**src/rtl/fp_pkg.sv**
```systemverilog
// rtl/fp_pkg.sv - binary32 field constants and leading-zero helper
package fp_pkg;

  localparam int          EXP_W   = 8;
  localparam int          FRAC_W  = 23;
  localparam int          SIG_W   = FRAC_W + 1;
  localparam int          BIAS    = 127;
  localparam int          EXP_MAX = 255;
  localparam logic [31:0] QNAN    = 32'h7FC0_0000;

  // Count of leading zeros in a 24-bit significand; 24 when all bits are zero.
  function automatic logic [4:0] lzc24(input logic [SIG_W-1:0] v);
    logic [4:0] cnt;
    logic       found;
    cnt   = 5'd0;
    found = 1'b0;
    for (int i = SIG_W - 1; i >= 0; i--) begin
      if (!found) begin
        if (v[i]) begin
          found = 1'b1;
        end else begin
          cnt = cnt + 5'd1;
        end
      end
    end
    return cnt;
  endfunction

endpackage

```
**src/rtl/cla_adder.sv**
```systemverilog
// rtl/cla_adder.sv - carry-lookahead adder built from 4-bit generate/propagate groups
module cla_adder #(
  parameter int N = 25
) (
  input  logic [N-1:0] x_i,
  input  logic [N-1:0] y_i,
  input  logic         cin_i,
  output logic [N-1:0] sum_o
);

  localparam int NG = (N + 3) / 4;

  logic [N-1:0]  g;
  logic [N-1:0]  p;
  logic [N-1:0]  c;
  logic [NG-1:0] grp_g;
  logic [NG-1:0] grp_p;
  logic [NG-1:0] grp_c;

  // Bit generate/propagate, group terms, lookahead group carries, then sum bits.
  always_comb begin
    g     = x_i & y_i;
    p     = x_i ^ y_i;
    grp_g = '0;
    grp_p = '1;
    // Group G/P: the last group may be partial when N is not a multiple of 4.
    for (int k = 0; k < NG; k++) begin
      for (int j = 0; j < 4; j++) begin
        if (k * 4 + j < N) begin
          grp_g[k] = g[k*4+j] | (p[k*4+j] & grp_g[k]);
          grp_p[k] = grp_p[k] & p[k*4+j];
        end
      end
    end
    // Carry into each group comes from the preceding groups' G/P only.
    grp_c[0] = cin_i;
    for (int k = 1; k < NG; k++) begin
      grp_c[k] = grp_g[k-1] | (grp_p[k-1] & grp_c[k-1]);
    end
    // Within a group, carries are resolved from the group carry-in.
    c = '0;
    for (int i = 0; i < N; i++) begin
      if (i % 4 == 0) begin
        c[i] = grp_c[i/4];
      end else begin
        c[i] = g[i-1] | (p[i-1] & c[i-1]);
      end
    end
    sum_o = p ^ c;
  end

endmodule

```
**src/rtl/floating_point_cla.sv**
```systemverilog
// rtl/floating_point_cla.sv - registered binary32 adder with CLA significand path
module floating_point_cla
  import fp_pkg::*;
#(
  parameter int W = 32
) (
  input  logic         clk,
  input  logic         rst_n,
  input  logic [W-1:0] a,
  input  logic [W-1:0] b,
  input  logic         cin,
  output logic [W-1:0] sum
);

  logic [W-1:0]       sum_q;
  logic [W-1:0]       sum_d;

  logic               a_nan, b_nan, a_inf, b_inf;
  logic               swap;
  logic               big_s, sml_s;
  logic [EXP_W-1:0]   big_e, sml_e;
  logic [FRAC_W-1:0]  big_f, sml_f;
  logic [SIG_W-1:0]   big_sig, sml_sig, sml_shift;
  logic [EXP_W-1:0]   e_diff;
  logic               eff_sub;
  logic [SIG_W:0]     cla_x, cla_y, cla_r;
  logic               cla_cin;
  logic [4:0]         lz;
  logic [SIG_W-1:0]   norm_sig;
  logic signed [9:0]  norm_e;

  // Classify operands, order by magnitude and align the smaller significand.
  always_comb begin
    a_nan = (a[30:23] == 8'hFF) && (a[22:0] != '0);
    b_nan = (b[30:23] == 8'hFF) && (b[22:0] != '0);
    a_inf = (a[30:23] == 8'hFF) && (a[22:0] == '0);
    b_inf = (b[30:23] == 8'hFF) && (b[22:0] == '0);
    // Ties keep a as the reference; equal magnitudes then only matter for x-x=+0.
    swap  = (b[30:0] > a[30:0]);
    big_s = swap ? b[31]    : a[31];
    big_e = swap ? b[30:23] : a[30:23];
    big_f = swap ? b[22:0]  : a[22:0];
    sml_s = swap ? a[31]    : b[31];
    sml_e = swap ? a[30:23] : b[30:23];
    sml_f = swap ? a[22:0]  : b[22:0];
    // Exponent 0 means zero or subnormal; both are flushed to a zero significand.
    big_sig   = (big_e == '0) ? '0 : {1'b1, big_f};
    sml_sig   = (sml_e == '0) ? '0 : {1'b1, sml_f};
    e_diff    = big_e - sml_e;
    sml_shift = (e_diff >= 8'd24) ? '0 : (sml_sig >> e_diff);
    eff_sub   = big_s ^ sml_s;
    // Subtraction reuses the adder as big + ~small + 1; cin has no effect there.
    cla_x   = {1'b0, big_sig};
    cla_y   = eff_sub ? ~{1'b0, sml_shift} : {1'b0, sml_shift};
    cla_cin = eff_sub ? 1'b1 : cin;
  end

  cla_adder #(
    .N(SIG_W + 1)
  ) u_cla (
    .x_i  (cla_x),
    .y_i  (cla_y),
    .cin_i(cla_cin),
    .sum_o(cla_r)
  );

  // Normalise the adder result, then resolve specials, underflow and overflow.
  always_comb begin
    lz       = lzc24(cla_r[SIG_W-1:0]);
    norm_sig = cla_r[SIG_W-1:0];
    norm_e   = $signed({2'b00, big_e});
    if (!eff_sub && cla_r[SIG_W]) begin
      norm_sig = cla_r[SIG_W:1];
      norm_e   = norm_e + 10'sd1;
    end else if (eff_sub) begin
      norm_sig = cla_r[SIG_W-1:0] << lz;
      norm_e   = norm_e - $signed({5'b00000, lz});
    end

    sum_d = {big_s, norm_e[EXP_W-1:0], norm_sig[FRAC_W-1:0]};
    if (a_nan || b_nan || (a_inf && b_inf && (a[31] != b[31]))) begin
      sum_d = QNAN;
    end else if (a_inf) begin
      sum_d = a;
    end else if (b_inf) begin
      sum_d = b;
    end else if ((norm_sig == '0) || (norm_e < 10'sd1)) begin
      sum_d = '0;
    end else if (norm_e >= 10'(EXP_MAX)) begin
      sum_d = {big_s, 8'hFF, 23'd0};
    end
  end

  // Single output register; reset clears the result and drops any in-flight sum.
  always_ff @(posedge clk or negedge rst_n) begin
    if (!rst_n) begin
      sum_q <= '0;
    end else begin
      sum_q <= sum_d;
    end
  end

  assign sum = sum_q;

endmodule

```
**config.mk**
```make
export PLATFORM = sky130hd
export DESIGN_NAME = floating_point_cla
export DESIGN_NICKNAME = d
export VERILOG_FILES = /design/src/rtl/fp_pkg.sv /design/src/rtl/cla_adder.sv /design/src/rtl/floating_point_cla.sv
export SDC_FILE = /design/constraint.sdc
export NUM_CORES = 1
export LEC_CHECK = 0
export ABC_CLOCK_PERIOD_IN_PS = 1450
export BUFFER_PORTS_ARGS = -buffer_cell sky130_fd_sc_hd__clkbuf_2
export CAP_MARGIN = 20
export CORE_MARGIN = 1.5
export CORE_UTILIZATION = 42
export CTS_CLUSTER_SIZE = 40
export DETAILED_ROUTE_END_ITERATION = 10
export GPL_TIMING_DRIVEN = 0
export MAX_ROUTING_LAYER = met4
export SLEW_MARGIN = 10
export SYNTH_ARGS = -nofsm -noshare
export SYNTH_HDL_FRONTEND = slang
export SYNTH_SLANG_ARGS = --single-unit
```
**constraint.sdc**
```tcl
create_clock -name clk -period 1.45 [get_ports clk]
set_clock_uncertainty 0.1 [all_clocks]
set_input_delay 0.3625 -clock clk [delete_from_list [all_inputs] [get_ports clk]]
set_output_delay 0.3625 -clock clk [all_outputs]
set_load 0.01 [all_outputs]
```
==> out/metrics.cfg, run 1 <==
[status]
outcome = finished with violations
failed_checks = setup timing

[global_routing]
overflow = 0
grt_pass1_wl_mm = 65.16
grt_pass1_vias = 11910
grt_usage_pct = 32.11
antenna_found_initial = 0
grt_max_degree = 33

[clocking]
cts_hold_buf = 0
numCtsBuffers = 5
path_clk_slew_ps = 50
htreeDepth = 2
clockBufferDepth = 2
cts_sinks = 32
tritoncts = done
cts_root_buf = clkbuf_16

[synth]
seq_area_frac_synth_pct = 7.499
async_reset_ff_share_pct = 100.0
synth.distinct_cells = 91
ys.flop_type = dfrtp_1
syn_area_sq_mm = 0.01068
synth-seq-cells = 32
synth-edff-count = 0
syn_nets = 1676
synth_area_per_cell_sq_um = 7.096
yosysWarnings = 0
netlist_instances = 1505

[die]
rows = 58
coreArea_sq_mm = 0.02504
die_w_um = 162.5
initial_core_util_pct = 42.65
num_io_pins = 99
die-area_sq_mm = 0.02639
die_h_um = 162.5

[power_and_ir_drop]
ir_worst_vdd_v = 0.001057
p_per_area_mw_per_mm2 = 1930
p_leak_nw = 6.195

[timing]
finalHoldViolCount = 0
slew_viol_final = 0
rsz0062_at_grt = yes
max_slew_margin_pct = 14.77
min_period_ps = 20290
period_share_pct = 1399
clock.fmax_mhz = 49.29
tightest_slew_ps = 1274
finalSetupViolCount = 32
finalWorstSetupSlack_ps = -18840

[setup_path]
critPathKind = in -> reg
path_buf_inv = 11
worstPathRequired_ps = 1490
cp_slowest_cell = fa_2
slowest_delay_ps = 530
startpoint_type = input port
arrival_ps = 20330
path_common_cell = o21a_1
crit_fanout = 5
cp-end-kind = register
crit_family = compound AO/OA/AOI/OAI gates

[finish]
layout_common_cells = nor2_1 (139), nand2_1 (135), mux2i_1 (109)
final_util_pct = 56.42
fin_area_sq_mm = 0.01413
final_common_cell = nor2_1
largest_reg_flops = 32
drive_gt1_share_pct = 28.59
nets = 1892
area_delta_synth_final_pct = 32.28
diodes = 0
filler_cell_count = 2413

[placement]
place_area_sq_mm = 0.01205
place_hpwl_mm = 32.10
place.gp.congestion = 0.9870
placement.io_buffers = 98

[detailed_routing]
wire_per_inst_um = 20.61
drc = 0
viasPerCell = 6.039
drt_wl_total_mm = 42.27
drtIter0Drc = 1165
first_pass_iters = 5
antenna_left = 0
route.vias.total = 12390

[flow_run]
timing.max_cap.violations = 0

[worst_hold_path]
hp-class = in -> async

-- routing by layer --
metal	track usage, %	routed length, um	vias to the layer above
met3	2.903	2747	82
met1	42.02	18530	5947
met5	-	0	-
met2	51.94	19700	517
met4	10.93	1290	0
li1	-	-	5841
-- cells by family (layout without fill, tap and decap cells) --
| logic type | Yosys count | in the layout | synth area share (%) |
|---|---|---|---|
| AOI/OAI and AO/OA | 383 | 384 | 23.02 |
| xor gates and xnor gates | 103 | 103 | 9.725 |
| adders and majority gates | 109 | 109 | 13.99 |
| buffers and inverters | 198 | 413 | 7.311 |
| DFF | 32 | 32 | 7.499 |
| muxes | 141 | 141 | 14.06 |
| and+or+nand+nor | 539 | 539 | 24.39 |
-- synthesized netlist by cell type, drive strengths merged, types with 5 or more instances --
| cell | number | share of area, % |
|---|---|---|
| xor2 | 22 | 2.1 |
| and3b | 5 | 0.41 |
| nor2b | 16 | 0.94 |
| nor2 | 164 | 5.8 |
| and3 | 13 | 0.76 |
| fa | 19 | 3.6 |
| maj3 | 5 | 0.47 |
| xnor2 | 78 | 7.0 |
| nand3b | 8 | 0.56 |
| nor3 | 40 | 1.9 |
| nor4 | 28 | 1.6 |
| a21boi | 9 | 0.63 |
| mux2i | 128 | 12 |
| or3 | 10 | 0.59 |
| o211ai | 17 | 1.2 |
| a21o | 17 | 1.2 |
| buf | 26 | 1.3 |
| a221oi | 6 | 0.55 |
| nand2 | 137 | 4.8 |
| a31oi | 14 | 0.96 |
| o21a | 25 | 1.8 |
| inv | 109 | 3.8 |
| and4 | 7 | 0.57 |
| a211oi | 18 | 1.4 |
| a21oi | 127 | 6.0 |
| clkbuf | 62 | 2.2 |
| o22ai | 9 | 0.53 |
| dfrtp | 32 | 7.5 |
| nand3 | 41 | 1.9 |
| mux2 | 9 | 0.95 |
| a22oi | 6 | 0.42 |
| o21ai | 80 | 3.8 |
| o21bai | 5 | 0.35 |
| o221ai | 5 | 0.41 |
| nand2b | 8 | 0.47 |
| or2 | 10 | 0.59 |
| nand4 | 25 | 1.5 |
| and2 | 11 | 0.64 |
| ha | 85 | 10 |
-- metrics by stage --
stage | hold WS, ps | setup TNS, ps | power (mW) | setup WS [ps] | cells
6_report | 29.93 | -600370 | 27.26 | -18840 | 2051
5_1_grt | 90.05 | -629420 | 29.02 | -19730 | 2051
4_1_cts | 52.00 | -587390 | 25.04 | -18430 | 2033
3_5_place_dp | 345.7 | -667910 | 21.10 | -20980 | 1933
3_3_place_gp | 347.2 | -674390 | 21.14 | -21240 | 1933
2_1_floorplan | -33.09 | -563330 | 15.43 | -17700 | 1505
-- final cells by class --
type                            instances  area, sq um  share of cell area, %
Tap cell                              330        412.9                  2.923
Clock inverter                          1        5.005                0.03543
Multi-Input combinational cell       1276        10270                  72.72
Clock buffer                            6        128.9                 0.9123
Buffer                                 84        551.8                  3.906
Sequential cell                        32        800.8                  5.669
Inverter                              110        450.4                  3.189
Timing Repair Buffer                  212         1504                  10.65
-- power by group --
group	internal, mW	switching (mW)
Clock	0.619	0.323
Sequential	1.32	0.109
Combinational	10.1	14.8
Total	12.0	15.2
-- timing repair --
item	in CTS	in global routing
pin swaps	44	23
gates cloned	7	0
setup endpoints to repair	32	32
resized for setup	159	87
setup buffers	89	19
-- worst max-delay path by stage --
| stage | cells after the start | slack [ps] | from | end |
|---|---|---|---|---|
| after detailed placement | 110 | -20980 | a[24] | sum[0] |
| after global routing | 119 | -19730 | a[24] | sum[23] |
| final | 119 | -18840 | a[1] | sum[4] |
| after floorplan | 116 | -17700 | a[1] | sum[0] |
| after CTS | 119 | -18430 | a[24] | sum[0] |
| after global placement | 110 | -21240 | a[24] | sum[0] |
Power figures use the tool's default switching activity.
==> run 2, diff against run 1 <==
--- a/config.mk
+++ b/config.mk
@@ -9,11 +9,14 @@
 export BUFFER_PORTS_ARGS = -buffer_cell sky130_fd_sc_hd__clkbuf_2
 export CAP_MARGIN = 20
 export CORE_MARGIN = 1.5
-export CORE_UTILIZATION = 42
+export CORE_UTILIZATION = 52
+export CTS_BUF_LIST = sky130_fd_sc_hd__clkbuf_16
+export CTS_CLUSTER_DIAMETER = 80
 export CTS_CLUSTER_SIZE = 40
 export DETAILED_ROUTE_END_ITERATION = 10
 export GPL_TIMING_DRIVEN = 0
 export MAX_ROUTING_LAYER = met4
+export PLACE_DENSITY = 0.71
 export SLEW_MARGIN = 10
 export SYNTH_ARGS = -nofsm -noshare
 export SYNTH_HDL_FRONTEND = slang
==> run 2 against run 1 <==
The flow still finishes with violations (setup timing). Combinational power down 3%. Die area down 19%. Via count increased by 2.4%. Setup slack better by 150 ps. Total power decreased by 2.8%. Routed wire length decreased by 1.6%. Sequential power barely moved. Non-clock buffer count grew 6. Critical path type unchanged. Critical endpoint is now sum[0]. Largest cell class unchanged.
==> out/metrics.cfg, run 2 (synthesized netlist as in run 1, its figures left out) <==
[die]
num_io_pins = 99  ; unchanged
die_h_um = 146.3  ; -9.9%
coreArea_sq_mm = 0.02017  ; -19%
initial_core_util_pct = 52.95  ; +10 points
die-area_sq_mm = 0.02141  ; -19%
die_w_um = 146.3  ; -9.9%
rows = 52  ; -10%

[setup_path]
path_common_cell = o21a_1
worstPathRequired_ps = 1470  ; -20 ps
crit_fanout = 7  ; +2
critPathKind = in -> reg
cp_slowest_cell = fa_2
cp-end-kind = register
startpoint = a[24]
slowest_delay_ps = 540  ; about the same
arrival_ps = 20160  ; -170 ps
startpoint_type = input port

[global_routing]
antenna_found_initial = 0  ; unchanged
grt_pass1_wl_mm = 64.40  ; -1.2%
grt_max_degree = 33  ; unchanged
grt_usage_pct = 38.43  ; +6.3 points
overflow = 0  ; unchanged
grt_pass1_vias = 12220  ; +2.6%

[finish]
fin_area_sq_mm = 0.01404  ; -0.61%
diodes = 0  ; unchanged
largest_reg_flops = 32  ; unchanged
layout_common_cells = nor2_1 (151), nand2_1 (134), buf_4 (111)
final_common_cell = nor2_1
nets = 1898  ; +0.32%
drive_gt1_share_pct = 28.07  ; -0.52 points
area_delta_synth_final_pct = 31.47

[clocking]
cts_root_buf = clkbuf_16
cts_sinks = 32  ; unchanged
tritoncts = done
cts_hold_buf = 0  ; unchanged
path_clk_slew_ps = 50  ; about the same
htreeDepth = 2  ; unchanged
numCtsBuffers = 5  ; unchanged
clockBufferDepth = 2  ; unchanged

[timing]
finalSetupViolCount = 32  ; unchanged
rsz0062_at_grt = yes
max_slew_margin_pct = 17.74  ; +3.0 points
final.setup.tns_ps = -596150  ; +4217 ps
slew_viol_final = 0  ; unchanged
finalHoldViolCount = 0  ; unchanged
period_share_pct = 1389  ; -10 points
tightest_slew_ps = 1225  ; -49.06 ps
finalWorstSetupSlack_ps = -18690  ; +151.3 ps
min_period_ps = 20140  ; -151.3 ps
clock.fmax_mhz = 49.66  ; +0.75%

[detailed_routing]
drt_wl_total_mm = 41.60  ; -1.6%
route.vias.total = 12680  ; +2.4%
drc = 0  ; unchanged
first_pass_iters = 6  ; +1
antenna_left = 0  ; unchanged
viasPerCell = 6.347  ; +5.1%
drtIter0Drc = 1261  ; +8.2%
wire_per_inst_um = 20.82  ; +1.0%

[placement]
placement.io_buffers = 98  ; unchanged
place_hpwl_mm = 30.90  ; -3.7%
place_area_sq_mm = 0.01198  ; -0.63%
place.gp.congestion = 1.050  ; +6.4%

[power_and_ir_drop]
p_leak_nw = 6.248  ; +0.85%
ir_worst_vdd_v = 0.001936  ; +83%
p_per_area_mw_per_mm2 = 1888  ; -2.2%
finalPower_mw = 26.51  ; -2.8%

[worst_hold_path]
hp-class = in -> async

[status]
outcome = finished with violations
failed_checks = setup timing

[flow_run]
timing.max_cap.violations = 0  ; unchanged

[run 2: cell types whose count changed in the layout (fill, tap and decap cells not counted), sizes merged]
cell    previous run  this run
buf              141       149
o21ai             81        80
clkinv             3         2
clkbuf           161       158
nand2            137       138
inv              107       110
[run 2: power breakdown]
part           total [mW]  internal (mW)  switching (mW)
Sequential           1.43           1.32           0.111
Clock               0.972          0.621           0.351
Combinational        24.1           9.83            14.3
[run 2: layer usage]
metal | up-vias | global-route usage, % | wire [um]
li1 | 5861 | - | -
met5 | - | - | 0
met4 | 0 | 16.72 | 1788
met2 | 709 | 60.66 | 18910
met1 | 5963 | 49.28 | 17200
met3 | 149 | 5.000 | 3707
[run 2: worst paths after layout]
| kind | endpoint | slack [ps] | depth (start not counted) |
|---|---|---|---|
| worst min-delay path | sum[13] | 40 | 1 |
| worst max-delay path | sum[0] | -18690 | 117 |
| max in group asynchronous | sum[21] | 740 | 1 |
| min in group clk | sum[31] | 380 | 3 |
[run 2: worst max-delay path, delay by kind of cell]
kind            cells  cell delay, ps
mux                 6            1270
compound gates     48            7780
xor+xnor            4             660
fa+ha+maj          18            4960
buf+inv            18            2140
simple gates       23            2940
[run 2: stage by stage]
step	worst slack [ps]	std cells	hold WS [ps]	utilization (%)
2_1_floorplan	-17700	1505	-33.09	-
3_3_place_gp	-20930	1873	339.3	59.32
3_5_place_dp	-20810	1873	352.0	59.38
4_1_cts	-18440	1980	60.04	67.45
5_1_grt	-19640	1998	113.8	69.61
6_report	-18690	1998	41.93	69.61
[run 2: final cells by class]
type / instances / area [sq um]
Clock buffer: 5 / 125.1
Timing Repair Buffer: 217 / 1518
Buffer: 85 / 591.8
Multi-Input combinational cell: 1276 / 10210
Tap cell: 270 / 337.8
Clock inverter: 3 / 15.01
Sequential cell: 32 / 800.8
Inverter: 110 / 436.7
Fill cell: 1733 / 6130
[run 2: what timing repair did]
action	4_1_cts	5_1_grt
endpoints found under the setup margin	32	32
buffers inserted	97	16
gates resized for setup	152	74
pin swaps	60	28
hold endpoints to repair	0	0
gates cloned	5	1
